[config.mk]
export PLATFORM = sky130hd
export DESIGN_NAME = alu_arbiter
export DESIGN_NICKNAME = d
export VERILOG_FILES = /design/src/rtl/alu_pkg.sv /design/src/rtl/rr_arbiter.sv /design/src/rtl/alu_arbiter.sv
export SDC_FILE = /design/constraint.sdc
export NUM_CORES = 1
export LEC_CHECK = 0
export CAP_MARGIN = 20
export CORE_MARGIN = 8
export CORE_UTILIZATION = 37
export DETAILED_ROUTE_END_ITERATION = 8
export GPL_TIMING_DRIVEN = 0
export HOLD_SLACK_MARGIN = 0.12
export PLACE_DENSITY_LB_ADDON = 0.2
export SLEW_MARGIN = 25
export SYNTH_ARGS = -nofsm -noshare
export SYNTH_HDL_FRONTEND = slang
export SYNTH_HIERARCHICAL = 1
export SYNTH_SLANG_ARGS = --single-unit
[constraint.sdc]
create_clock -name clk -period 2.05 [get_ports clk]
set_clock_uncertainty 0.05 [all_clocks]
set_input_delay 0.41 -clock clk [delete_from_list [all_inputs] [get_ports clk]]
set_output_delay 0.41 -clock clk [all_outputs]
set_load 0.03 [all_outputs]
[src/rtl/alu_pkg.sv]
// alu_pkg: ALU opcodes, arbiter FSM states and defined-opcode check
package alu_pkg;
  localparam logic [3:0] OP_ADD  = 4'b0001;
  localparam logic [3:0] OP_SUB  = 4'b0010;
  localparam logic [3:0] OP_ASR  = 4'b0011;
  localparam logic [3:0] OP_LSL  = 4'b0100;
  localparam logic [3:0] OP_LSR  = 4'b0101;
  localparam logic [3:0] OP_AND  = 4'b0110;
  localparam logic [3:0] OP_OR   = 4'b0111;
  localparam logic [3:0] OP_SLT  = 4'b1000;
  localparam logic [3:0] OP_INV  = 4'b1001;
  localparam logic [3:0] OP_MOV  = 4'b1010;
  localparam logic [3:0] OP_HD   = 4'b1011;
  localparam logic [3:0] OP_COMP = 4'b1100;
  localparam logic [1:0] IDLE = 2'd0;
  localparam logic [1:0] EXEC = 2'd1;
  localparam logic [1:0] RESP = 2'd2;
  function automatic logic op_valid(input logic [3:0] op);
    return op >= OP_ADD && op <= OP_COMP;
  endfunction
endpackage

[src/rtl/rr_arbiter.sv]
// rr_arbiter: combinational round-robin pick, searching upward from ptr with wrap
module rr_arbiter #(
  parameter int N  = 2,
  parameter int IW = 1
) (
  input  logic [N-1:0]  req,
  input  logic [IW-1:0] ptr,
  output logic [N-1:0]  grant,
  output logic [IW-1:0] idx,
  output logic          any
);
  always_comb begin
    idx = '0;
    any = 1'b0;
    for (int k = N - 1; k >= 0; k--) begin
      if (req[IW'((int'(ptr) + k) % N)]) begin
        idx = IW'((int'(ptr) + k) % N);
        any = 1'b1;
      end
    end
    grant = any ? N'(1) << idx : '0;
  end
endmodule

[src/rtl/alu_arbiter.sv]
// alu_arbiter: round-robin sharing of one ALU with registered response; ALU_ARB_CARRY_CHAIN_EN adds per-requester saved carry
module alu_arbiter
  import alu_pkg::*;
#(
  parameter int NUM_REQ = 2,
  parameter int DW      = 16,
  parameter int IDW     = 1
) (
  input  logic                  clk,
  input  logic                  rst_n,
  input  logic [NUM_REQ-1:0]    req_valid,
  output logic [NUM_REQ-1:0]    req_ready,
  input  logic [4*NUM_REQ-1:0]  req_op,
  input  logic [DW*NUM_REQ-1:0] req_a,
  input  logic [DW*NUM_REQ-1:0] req_b,
  input  logic [NUM_REQ-1:0]    req_cin,
  input  logic [NUM_REQ-1:0]    req_chain,
  output logic [3:0]            alu_op,
  output logic [DW-1:0]         alu_in1,
  output logic [DW-1:0]         alu_in2,
  output logic                  alu_cin,
  input  logic [DW-1:0]         alu_result,
  input  logic                  alu_carry,
  input  logic                  alu_eq,
  input  logic                  alu_neg,
  output logic                  rsp_valid,
  input  logic                  rsp_ready,
  output logic [IDW-1:0]        rsp_id,
  output logic [DW-1:0]         rsp_result,
  output logic                  rsp_carry,
  output logic                  rsp_eq,
  output logic                  rsp_neg,
  output logic                  rsp_err,
  output logic                  busy
);
  logic [1:0]         state;
  logic [IDW-1:0]     rr_ptr;
  logic [IDW-1:0]     idx;
  logic [NUM_REQ-1:0] grant;
  logic               any;
  logic               cin_sel;
  logic               ok;
  rr_arbiter #(.N(NUM_REQ), .IW(IDW)) u_rr (
    .req  (req_valid),
    .ptr  (rr_ptr),
    .grant(grant),
    .idx  (idx),
    .any  (any)
  );
  assign busy      = state != IDLE;
  assign req_ready = (rst_n && state == IDLE) ? grant : '0;
  assign ok        = op_valid(alu_op);
`ifdef ALU_ARB_CARRY_CHAIN_EN
  logic [NUM_REQ-1:0] saved_carry;
  assign cin_sel = req_chain[idx] ? saved_carry[idx] : req_cin[idx];
  always_ff @(posedge clk) begin
    if (!rst_n)
      saved_carry <= '0;
    else if (state == EXEC && alu_op == OP_ADD)
      saved_carry[rsp_id] <= alu_carry;
  end
`else
  logic unused_chain;
  assign unused_chain = ^req_chain;
  assign cin_sel      = req_cin[idx];
`endif
  always_ff @(posedge clk) begin
    if (!rst_n) begin
      state      <= IDLE;
      rr_ptr     <= '0;
      alu_op     <= '0;
      alu_in1    <= '0;
      alu_in2    <= '0;
      alu_cin    <= 1'b0;
      rsp_valid  <= 1'b0;
      rsp_id     <= '0;
      rsp_result <= '0;
      rsp_carry  <= 1'b0;
      rsp_eq     <= 1'b0;
      rsp_neg    <= 1'b0;
      rsp_err    <= 1'b0;
    end else begin
      if (state == IDLE && any) begin
        state   <= EXEC;
        alu_op  <= req_op[int'(idx)*4 +: 4];
        alu_in1 <= req_a[int'(idx)*DW +: DW];
        alu_in2 <= req_b[int'(idx)*DW +: DW];
        alu_cin <= cin_sel;
        rsp_id  <= idx;
      end
      // undefined opcodes still occupy the ALU but report zeros
      if (state == EXEC) begin
        state      <= RESP;
        rsp_valid  <= 1'b1;
        rsp_err    <= !ok;
        rsp_result <= ok ? alu_result : '0;
        rsp_carry  <= ok && alu_carry;
        rsp_eq     <= ok && alu_eq;
        rsp_neg    <= ok && alu_neg;
      end
      if (state == RESP && rsp_ready) begin
        state     <= IDLE;
        rsp_valid <= 1'b0;
        rr_ptr    <= rsp_id == IDW'(NUM_REQ - 1) ? '0 : rsp_id + 1'b1;
      end
    end
  end
endmodule

==> flow_metrics.env, run 1 <==
export IMPL_max_freq_mhz=495
export IMPL_intPower_w=0.00234
export IMPL_crit_path_max_fanout=3
export IMPL_p_leak_nw=2.01
export IMPL_wl_um=8170
export IMPL_rows=30
export IMPL_grt_util_met3_pct=5.95
export IMPL_setup_violations=0
export IMPL_synth_top_cell_area_share_pct=47.8
export IMPL_synth_cells=242
export IMPL_synth_nets=342
export IMPL_finish_utilization_pct=66.2
export IMPL_n_antenna_cell=0
export IMPL_timing_rr_end="rsp_result[13]"
export IMPL_power_density_nw_per_um2=721
export IMPL_hpwl_um=6380
export IMPL_max_slew_margin_rel_pct=59.0
export IMPL_p_sw_share_pct=27.7
export IMPL_synth_cell_type_count=29
export IMPL_routed_via_density=4.85
export IMPL_synthFlopType="dfxtp_1"
export IMPL_crit_type="in2out"
export IMPL_ant_nets=0
export IMPL_post_route_period_util_pct=98.5
export IMPL_rsz0062_at_grt="false"
export IMPL_clockBufferDepth=2
export IMPL_antenna_found_initial=0
export IMPL_cts_buffers=9
export IMPL_combPwrFrac_pct=25.1
export IMPL_die_w_um=99.8
export IMPL_worst_slew_pin_slew_ns=0.613
export IMPL_ys_seq_area_share_pct=47.8
export IMPL_io_buffers=158
export IMPL_synthArstFlopShare_pct=0
export IMPL_ys_warn_count=6
export IMPL_die_y_um=99.8
export IMPL_reg2reg_depth=5
export IMPL_synthTopCellsByArea="dfxtp_1, mux2i_1, o211a_1"
export IMPL_ios=162
export IMPL_cp_start_kind="input pin"
export IMPL_post_cts_buffers=0
export IMPL_yosys_register_bits=62
export IMPL_nets=510
export IMPL_cp_startpoint="req_valid[0]"
export IMPL_p_clk_share_pct=33.1
export IMPL_grt_pass1_wl_um=13100
export IMPL_grt_overflow_total=0
export IMPL_hold_buffers=0
export IMPL_syn_avg_cell_area_sq_um=10.7
export IMPL_whs_ns=0.424
export IMPL_wl_per_cell_um=16.0
export IMPL_cap_violations=0
export IMPL_crit_path_end_kind="output port"
export IMPL_drt_iter0_drc=58
export IMPL_pre_cts_slack_ns=-0.540
export IMPL_core_sq_um=6790
export IMPL_hold_viol=0
export IMPL_stdcell_count=511
export IMPL_syn2layout_area_growth_pct=73.1
export IMPL_vias=2480
export IMPL_synth_edf_count=0
export IMPL_grt_met2_usage_pct=27.4
export IMPL_grt_max_degree=12
export IMPL_crit_end="req_ready[0]"
export IMPL_p_sw_w=0.000896
export IMPL_dp_cells=496
export IMPL_yosysTopAreaCell="dfxtp_1"
export IMPL_peakVddDrop_uv=478
export IMPL_grt_pass1_vias=2611
export IMPL_met1_usage_pct=18.9
export IMPL_initial_core_util_pct=38.2
export IMPL_drv_slew=0
export IMPL_hold_path_class="reg2reg"
export IMPL_worstPathArrival_ns=1.56
export IMPL_cts_tree="built"
export IMPL_routabilityCongestion=0.755
export IMPL_insertion_delay_ns=0.33
export IMPL_period_minus_slack_ns=2.02
export IMPL_cp_required_ns=1.59
export IMPL_status="complete, no violations"
export IMPL_netlist_area_sq_um=2600
export IMPL_worst_r2r_setup_slack_ns=0.33
export IMPL_clock_sinks=62
export IMPL_die_area_sq_um=9960
export IMPL_clk_pin_slew_ns=0.07
export IMPL_cts_root_buf="clkbuf_8"
export IMPL_grt_busiest_layer="met2"
export IMPL_htree_levels=3
export IMPL_grt_usage_pct=16.7
export IMPL_p_seq_share_pct=41.7
export IMPL_drive_gt1_share_pct=8.43
export IMPL_firstDrtPassIters=4
export IMPL_setup_ws_ns=0.0313
export IMPL_reg2reg_from="state[1]"
export IMPL_drc=0
[how the worst min path moves through the flow]
stage | slack (ns) | cells past startpoint | to | startpoint
3_3_place_gp | 0.41 | 1 | rsp_eq | rsp_eq
6_report | 0.42 | 1 | rsp_result[14] | rsp_result[14]
2_1_floorplan | 0.41 | 2 | rr_ptr | rr_ptr
4_1_cts | 0.43 | 1 | rsp_result[0] | rsp_result[0]
5_1_grt | 0.44 | 1 | rsp_result[11] | rsp_result[11]
3_5_place_dp | 0.41 | 1 | rsp_eq | rsp_eq
[layout by cell type (no fill, tap or decap), types with 2 or more instances in the layout]
master,n
a21oi_1,2
a22o_1,19
and3_1,2
buf_2,8
buf_4,3
clkbuf_1,7
clkbuf_4,2
clkbuf_8,11
clkdlybuf4s50_1,154
clkinv_2,3
dfxtp_1,62
dlygate4sd2_1,2
inv_1,2
mux2i_1,38
nand2_1,38
nor2_1,3
nor2b_1,2
o211a_1,38
o21ai_0,2
[logic make-up (layout without fill, tap and decap cells)]
logic type	count (synthesis)	after routing	share of synthesized area, %
AOI/OAI and AO/OA	64	64	22.8
DFF	62	62	47.8
and+or+nand+nor	54	54	10.2
muxes	38	38	14.6
buffers and inverters	24	197	4.58
[metal layers]
metal | vias to the layer above | share of wire [%]
li1 | 1219 | -
met5 | - | 0
met2 | 91 | 47
met3 | 10 | 7.9
met4 | 0 | 1.9
met1 | 1160 | 43
[state kept, by name, indices dropped and copies added, names as in the netlist]
register    count
alu_in1        16
alu_in2        16
rsp_result     16
alu_op          4
state           2
alu_cin         1
rr_ptr          1
rsp_carry       1
rsp_eq          1
rsp_err         1
rsp_id          1
rsp_neg         1
rsp_valid       1
[cell type report]
cell class	count	area [sq um]
multi-input cells	156	1240
clock inverters	4	45.0
inverters	2	7.51
fillers	585	2300
well taps	96	120
repair buffers	158	1570
plain buffers	21	115
clock buffers	12	155
flip-flops and latches	62	1240
[worst max-delay path, cell delays in order]
cell and delay [ns]:
clkdlybuf4s50_1 0.49, and2b_2 0.14, and3_1 0.14, clkdlybuf4s15_1 0.38
[synth_stat cells (all sizes together), types with 2 or more instances]
library cell / instances
clkbuf: 8
a22o: 19
nor2: 3
inv: 2
o211a: 38
and2: 2
nor2b: 2
a21oi: 2
nand2b: 2
buf: 14
o21ai: 2
dfxtp: 62
nand2: 38
mux2i: 38
and3: 2
[stage by stage]
| step | area (sq um) | TNS, ns | total power [W] |
|---|---|---|---|
| CTS | 4490 | 0 | 0.00329 |
| finish | 4500 | 0 | 0.00324 |
| detailed placement | 4300 | -11.00 | 0.00220 |
| global route | 4500 | 0 | 0.00340 |
| global placement | 4300 | -10.20 | 0.00219 |
| floorplan | 2600 | 0 | 0.00177 |
[repair_timing]
action,4_1_cts,5_1_grt
hold endpoints to repair,0,0
endpoints found under the setup margin,4,9
resized for setup,10,2
[power groups by stage]
stage / logic [W] / clock network [W] / registers, W
after CTS: 0.000826 / 0.00111 / 0.00135
after detailed placement: 0.000826 / 0 / 0.00138
after floorplan: 0.000224 / 0 / 0.00155
after global placement: 0.000820 / 0 / 0.00137
final: 0.000815 / 0.00107 / 0.00135
after global routing: 0.000874 / 0.00116 / 0.00136
No activity file was read; power rests on OpenSTA's default activity.
==> inputs of run 2 (changes only) <==
--- a/config.mk
+++ b/config.mk
@@ -12,6 +12,7 @@
 export GPL_TIMING_DRIVEN = 0
 export HOLD_SLACK_MARGIN = 0.12
 export PLACE_DENSITY_LB_ADDON = 0.2
+export REMOVE_ABC_BUFFERS = 1
 export SLEW_MARGIN = 25
 export SYNTH_ARGS = -nofsm -noshare
 export SYNTH_HDL_FRONTEND = slang
==> constraint.sdc (replaced) <==
create_clock -name clk -period 2.05 [get_ports clk]
set_clock_uncertainty 0.05 [all_clocks]
set_input_delay 0.3075 -clock clk [delete_from_list [all_inputs] [get_ports clk]]
set_output_delay 0.3075 -clock clk [all_outputs]
set_load 0.03 [all_outputs]
==> run 2 against run 1 <==
Fmax is 4.0% higher. Worst hold slack worse by 0.095 ns. Global-route usage is 0.19 points lower. Critical path type is now reg2out. Critical endpoint is now req_ready[1]. Critical path depth is 1 lower.
==> flow_metrics.env, run 2 (synthesis gave the netlist of run 1 again) <==
export IMPL_nets=496
export IMPL_place_area_sq_um=4270
export IMPL_stdcell_count=497
export IMPL_largest_registers="alu_in1 x16, alu_in2 x16, rsp_result x16"
export IMPL_htree_levels=3
export IMPL_grt_usage_pct=16.5
export IMPL_drv_slew=0
export IMPL_holdPathStages=2
export IMPL_drt_iter0_drc=95
export IMPL_status="complete, no violations"
export IMPL_setup_ws_ns=0.109
export IMPL_worst_slew_pin_slew_ns=0.991
export IMPL_initial_core_util_pct=38.2
export IMPL_cp_startpoint="rr_ptr"
export IMPL_reg2reg_from="alu_op[0]"
export IMPL_cts_tree="built"
export IMPL_worstPathArrival_ns=1.58
export IMPL_cts_root_buf="clkbuf_8"
export IMPL_rsz0062_at_grt="false"
export IMPL_firstDrtPassIters=5
export IMPL_cap_violations=0
export IMPL_p_clk_share_pct=35.3
export IMPL_post_route_period_util_pct=94.7
export IMPL_reg2reg_depth=3
export IMPL_hold_buffers=0
export IMPL_max_slew_margin_rel_pct=33.6
export IMPL_peakVddDrop_uv=412
export IMPL_drc=0
export IMPL_cts_resized=6
export IMPL_ant_nets=0
export IMPL_grt_max_degree=34
export IMPL_combPwrFrac_pct=24.5
export IMPL_insertion_delay_ns=0.33
export IMPL_max_freq_mhz=515
export IMPL_post_cts_buffers=0
export IMPL_routed_via_density=4.90
export IMPL_io_buffers=158
export IMPL_cts_buffers=9
export IMPL_p_sw_w=0.000944
export IMPL_wl_per_cell_um=16.6
export IMPL_p_leak_nw=1.99
export IMPL_crit_type="reg2out"
export IMPL_timing_rr_end="rsp_result[15]"
export IMPL_n_antenna_cell=0
export IMPL_grt_pass1_wl_um=12900
export IMPL_cp_start_kind="flop"
export IMPL_dp_cells=479
export IMPL_die_area_sq_um=9960
export IMPL_die_w_um=99.8
export IMPL_core_sq_um=6790
export IMPL_routabilityCongestion=0.720
export IMPL_antenna_found_initial=0
export IMPL_hpwl_um=6110
export IMPL_clk_pin_slew_ns=0.08
export IMPL_pre_cts_slack_ns=-0.650
export IMPL_final_common_cell="clkdlybuf4s50_1"
export IMPL_hold_viol=0
export IMPL_drive_gt1_share_pct=7.48
export IMPL_crit_end="req_ready[1]"
export IMPL_hold_path_class="in2reg"
export IMPL_p_seq_share_pct=40.3
export IMPL_rows=30
export IMPL_die_y_um=99.8
export IMPL_clock_sinks=62
export IMPL_grt_overflow_total=0
export IMPL_vias=2437
export IMPL_worst_r2r_setup_slack_ns=0.15
export IMPL_ios=162
export IMPL_period_minus_slack_ns=1.94
export IMPL_syn2layout_area_growth_pct=73.5
export IMPL_intPower_w=0.00242
export IMPL_power_density_nw_per_um2=746
export IMPL_fin_area_sq_um=4510
export IMPL_cp_required_ns=1.69
export IMPL_grt_pass1_vias=2559
export IMPL_clockBufferDepth=2
export IMPL_wl_um=8240
export IMPL_setup_violations=0
export IMPL_crit_path_max_fanout=10
export IMPL_fillers=588
export IMPL_crit_path_end_kind="output port"
export IMPL_p_sw_share_pct=28.1
export IMPL_layout_common_cells="clkdlybuf4s50_1, dfxtp_1, mux2i_1, nand2_1, o211a_1"
## run 2: worst max-delay path, cell delays in order (launching register included)
cell	delay, ns
dfxtp_1	0.45
and2_4	0.33
and3_1	0.19
clkdlybuf4s15_2	0.29
## run 2: worst min-delay path by stage
stage / slack, ns / end / startpoint
finish: 0.33 / alu_in2[9] / rst_n
global route: 0.33 / alu_in1[14] / rst_n
CTS: 0.32 / alu_in1[15] / rst_n
detailed placement: 0.41 / rsp_result[11] / rsp_result[11]
global placement: 0.41 / rsp_result[14] / rsp_result[14]
floorplan: 0.38 / state[1] / rst_n
## run 2: per-stage QoR
stage               power [W]  setup TNS, ns  hold WS, ns  utilization [%]
global placement      0.00218        -116.78        0.407             61.6
global route          0.00351              0        0.326             66.3
CTS                   0.00340              0        0.320             66.3
finish                0.00336              0        0.329             66.3
detailed placement    0.00221          -1.11        0.409             62.9
floorplan             0.00175         -39.09        0.375                -
## run 2: final cells by class
type / count / area, sq um / share of cell area (%)
clock buffers: 9 / 124 / 2.75
clock inverters: 7 / 98.8 / 2.19
inverters: 2 / 7.51 / 0.167
multi-input cells: 158 / 1260 / 28.0
flip-flops and latches: 62 / 1240 / 27.5
well taps: 96 / 120 / 2.67
repair buffers: 163 / 1650 / 36.7
## run 2: power groups by stage
stage	combinational, W	sequential (W)	clock [W]
floorplan	0.000203	0.00155	0
global placement	0.000804	0.00137	0
detailed placement	0.000830	0.00138	0
CTS	0.000832	0.00135	0.00121
global route	0.000875	0.00137	0.00127
finish	0.000822	0.00135	0.00119
## run 2: per-layer routing
layer | vias to the layer above | track usage [%] | part of all wire, %
met5 | - | 0 | 0
met4 | 0 | 6.52 | 1.4
met3 | 7 | 5.95 | 7.8
met2 | 93 | 28.7 | 50
met1 | 1146 | 17.8 | 40
li1 | 1191 | - | -
==> inputs of run 3 (changes only) <==
==> constraint.sdc (replaced) <==
create_clock -name clk -period 2.1 [get_ports clk]
set_clock_uncertainty 0.05 [all_clocks]
set_input_delay 0.315 -clock clk [delete_from_list [all_inputs] [get_ports clk]]
set_output_delay 0.315 -clock clk [all_outputs]
set_load 0.03 [all_outputs]
==> run 3 against run 2 <==
Die area did not move. Sequential share of layout area fell by 0.12 points. Register-to-register slack improved by 0.05 ns. Highest routed layer unchanged. Worst hold slack improved by 0.0085 ns. First-iteration DRC count fell by 11%. Cell area rose by 0.44%. Global-route usage did not move. Final cell count rose by 0.40%. Worst setup slack got worse by 0.016 ns.
==> flow_metrics.env, run 3 (synthesis gave the netlist of run 1 again) <==
export IMPL_status="complete, no violations"
export IMPL_wl_per_cell_um=16.6
export IMPL_max_freq_mhz=498
export IMPL_path_buf_inv=2
export IMPL_crit_type="in2out"
export IMPL_ant_nets=0
export IMPL_drc=0
export IMPL_ios=162
export IMPL_io_buffers=158
export IMPL_cp_startpoint="req_valid[0]"
export IMPL_power_w=0.00328
export IMPL_grt_pass1_wl_um=12900
export IMPL_path_cells="clkdlybuf4s50_1, and2b_2, and3_1, dlygate4sd2_1"
export IMPL_stdcell_count=499
export IMPL_hpwl_um=6110
export IMPL_crit_path_max_fanout=5
export IMPL_grt_pass1_vias=2559
export IMPL_critical_path_max_stage_delay_ns=0.61
export IMPL_combPwrFrac_pct=24.5
export IMPL_hold_viol=0
export IMPL_crit_cells=4
export IMPL_period_minus_slack_ns=2.01
export IMPL_cp_top_family="buffers and inverters"
export IMPL_worst_slew_pin_slew_ns=0.998
export IMPL_cts_tree="built"
export IMPL_final_common_cell="clkdlybuf4s50_1"
export IMPL_antenna_found_initial=0
export IMPL_p_sw_share_pct=28.1
export IMPL_timing_rr_end="rsp_result[15]"
export IMPL_nets=498
export IMPL_core_sq_um=6790
export IMPL_setup_violations=0
export IMPL_htree_levels=3
export IMPL_initial_core_util_pct=38.2
export IMPL_intPower_w=0.00236
export IMPL_grt_overflow_total=0
export IMPL_p_clk_share_pct=35.2
export IMPL_hold_buffers=0
export IMPL_p_seq_share_pct=40.2
export IMPL_cp_required_ns=1.74
export IMPL_routed_via_density=4.90
export IMPL_hold_path_class="in2reg"
export IMPL_n_antenna_cell=0
export IMPL_p_sw_w=0.000922
export IMPL_post_route_period_util_pct=95.6
export IMPL_drv_slew=0
export IMPL_firstDrtPassIters=4
export IMPL_grt_usage_pct=16.5
export IMPL_reg2reg_from="alu_op[0]"
export IMPL_clk_pin_slew_ns=0.07
export IMPL_cap_violations=0
export IMPL_worstPathArrival_ns=1.64
export IMPL_vias=2445
export IMPL_clockBufferDepth=2
export IMPL_rows=30
export IMPL_pre_cts_slack_ns=-0.615
export IMPL_cp_start_kind="input pin"
export IMPL_power_density_nw_per_um2=726
export IMPL_layout_common_cells="clkdlybuf4s50_1, dfxtp_1, mux2i_1, nand2_1, o211a_1"
export IMPL_reg2reg_depth=3
export IMPL_worst_r2r_setup_slack_ns=0.20
export IMPL_largest_registers="alu_in1 x16, alu_in2 x16, rsp_result x16"
export IMPL_p_leak_nw=2.01
export IMPL_cts_buffers=9
export IMPL_crit_slowest_cell="clkdlybuf4s50_1"
export IMPL_dp_cells=479
export IMPL_crit_end="req_ready[0]"
export IMPL_syn2layout_area_growth_pct=74.2
export IMPL_drt_iter0_drc=85
export IMPL_insertion_delay_ns=0.33
export IMPL_finish_utilization_pct=66.6
export IMPL_setup_ws_ns=0.0932
export IMPL_wl_um=8300
export IMPL_fillers=588
export IMPL_drive_gt1_share_pct=7.94
export IMPL_die_area_sq_um=9960
export IMPL_die_y_um=99.8
export IMPL_peakVddDrop_uv=402
export IMPL_clock_sinks=62
export IMPL_grt_max_degree=34
export IMPL_crit_path_end_kind="output port"
export IMPL_cts_root_buf="clkbuf_8"
export IMPL_die_w_um=99.8
export IMPL_routabilityCongestion=0.720
export IMPL_rsz0062_at_grt="false"
export IMPL_max_slew_margin_rel_pct=33.2
## run 3: changes by cell type in the layout (fill, tap and decap cells not counted)
| cell | before | now |
|---|---|---|
| clkdlybuf4s50_1 | 153 | 154 |
| dlymetal6s2s_1 | 0 | 1 |
| dlygate4sd2_1 | 3 | 1 |
| buf_4 | 0 | 2 |
## run 3: cell type report
type / instances / area (sq um) / area share, %
Tap cell: 96 / 120 / 2.65
Clock inverter: 7 / 98.8 / 2.18
Inverter: 2 / 7.51 / 0.166
Timing Repair Buffer: 165 / 1670 / 37.0
Clock buffer: 9 / 124 / 2.74
Multi-Input combinational cell: 158 / 1260 / 27.8
Sequential cell: 62 / 1240 / 27.4
## run 3: per-stage QoR
step                hold slack (ns)  TNS, ns  area (sq um)
floorplan                     0.383   -37.14          2490
global placement              0.407  -114.08          4190
detailed placement            0.409   -0.744          4270
CTS                           0.327        0          4510
global route                  0.334        0          4530
finish                        0.338        0          4530
## run 3: what timing repair did
action                                 CTS  global route
endpoints found under the hold margin    0             0
pin swaps                                1             0
buffers inserted                         0             2
cloned                                   2             0
gates resized for setup                  4             1
setup endpoints to repair                2             2
## run 3: power groups by stage
stage	Combinational (W)	Sequential (W)	Clock (W)
3_5_place_dp	0.000810	0.00135	0
3_3_place_gp	0.000785	0.00134	0
5_1_grt	0.000858	0.00133	0.00124
2_1_floorplan	0.000198	0.00151	0
4_1_cts	0.000815	0.00132	0.00118
6_report	0.000806	0.00132	0.00116
## run 3: layer usage
layer  GRT usage, %  part of all wire, %
met1           17.8                   41
met2           28.7                   51
met3           5.95                  7.3
met4           6.52                  1.4
met5              0                    0
## run 3: worst min-delay path by stage
stage	from	to	depth (start not counted)
6_report	rst_n	alu_in2[9]	2
3_5_place_dp	rsp_result[11]	rsp_result[11]	1
2_1_floorplan	rst_n	state[1]	1
5_1_grt	rst_n	alu_in1[14]	2
4_1_cts	rst_n	alu_in1[15]	2
3_3_place_gp	rsp_result[14]	rsp_result[14]	1
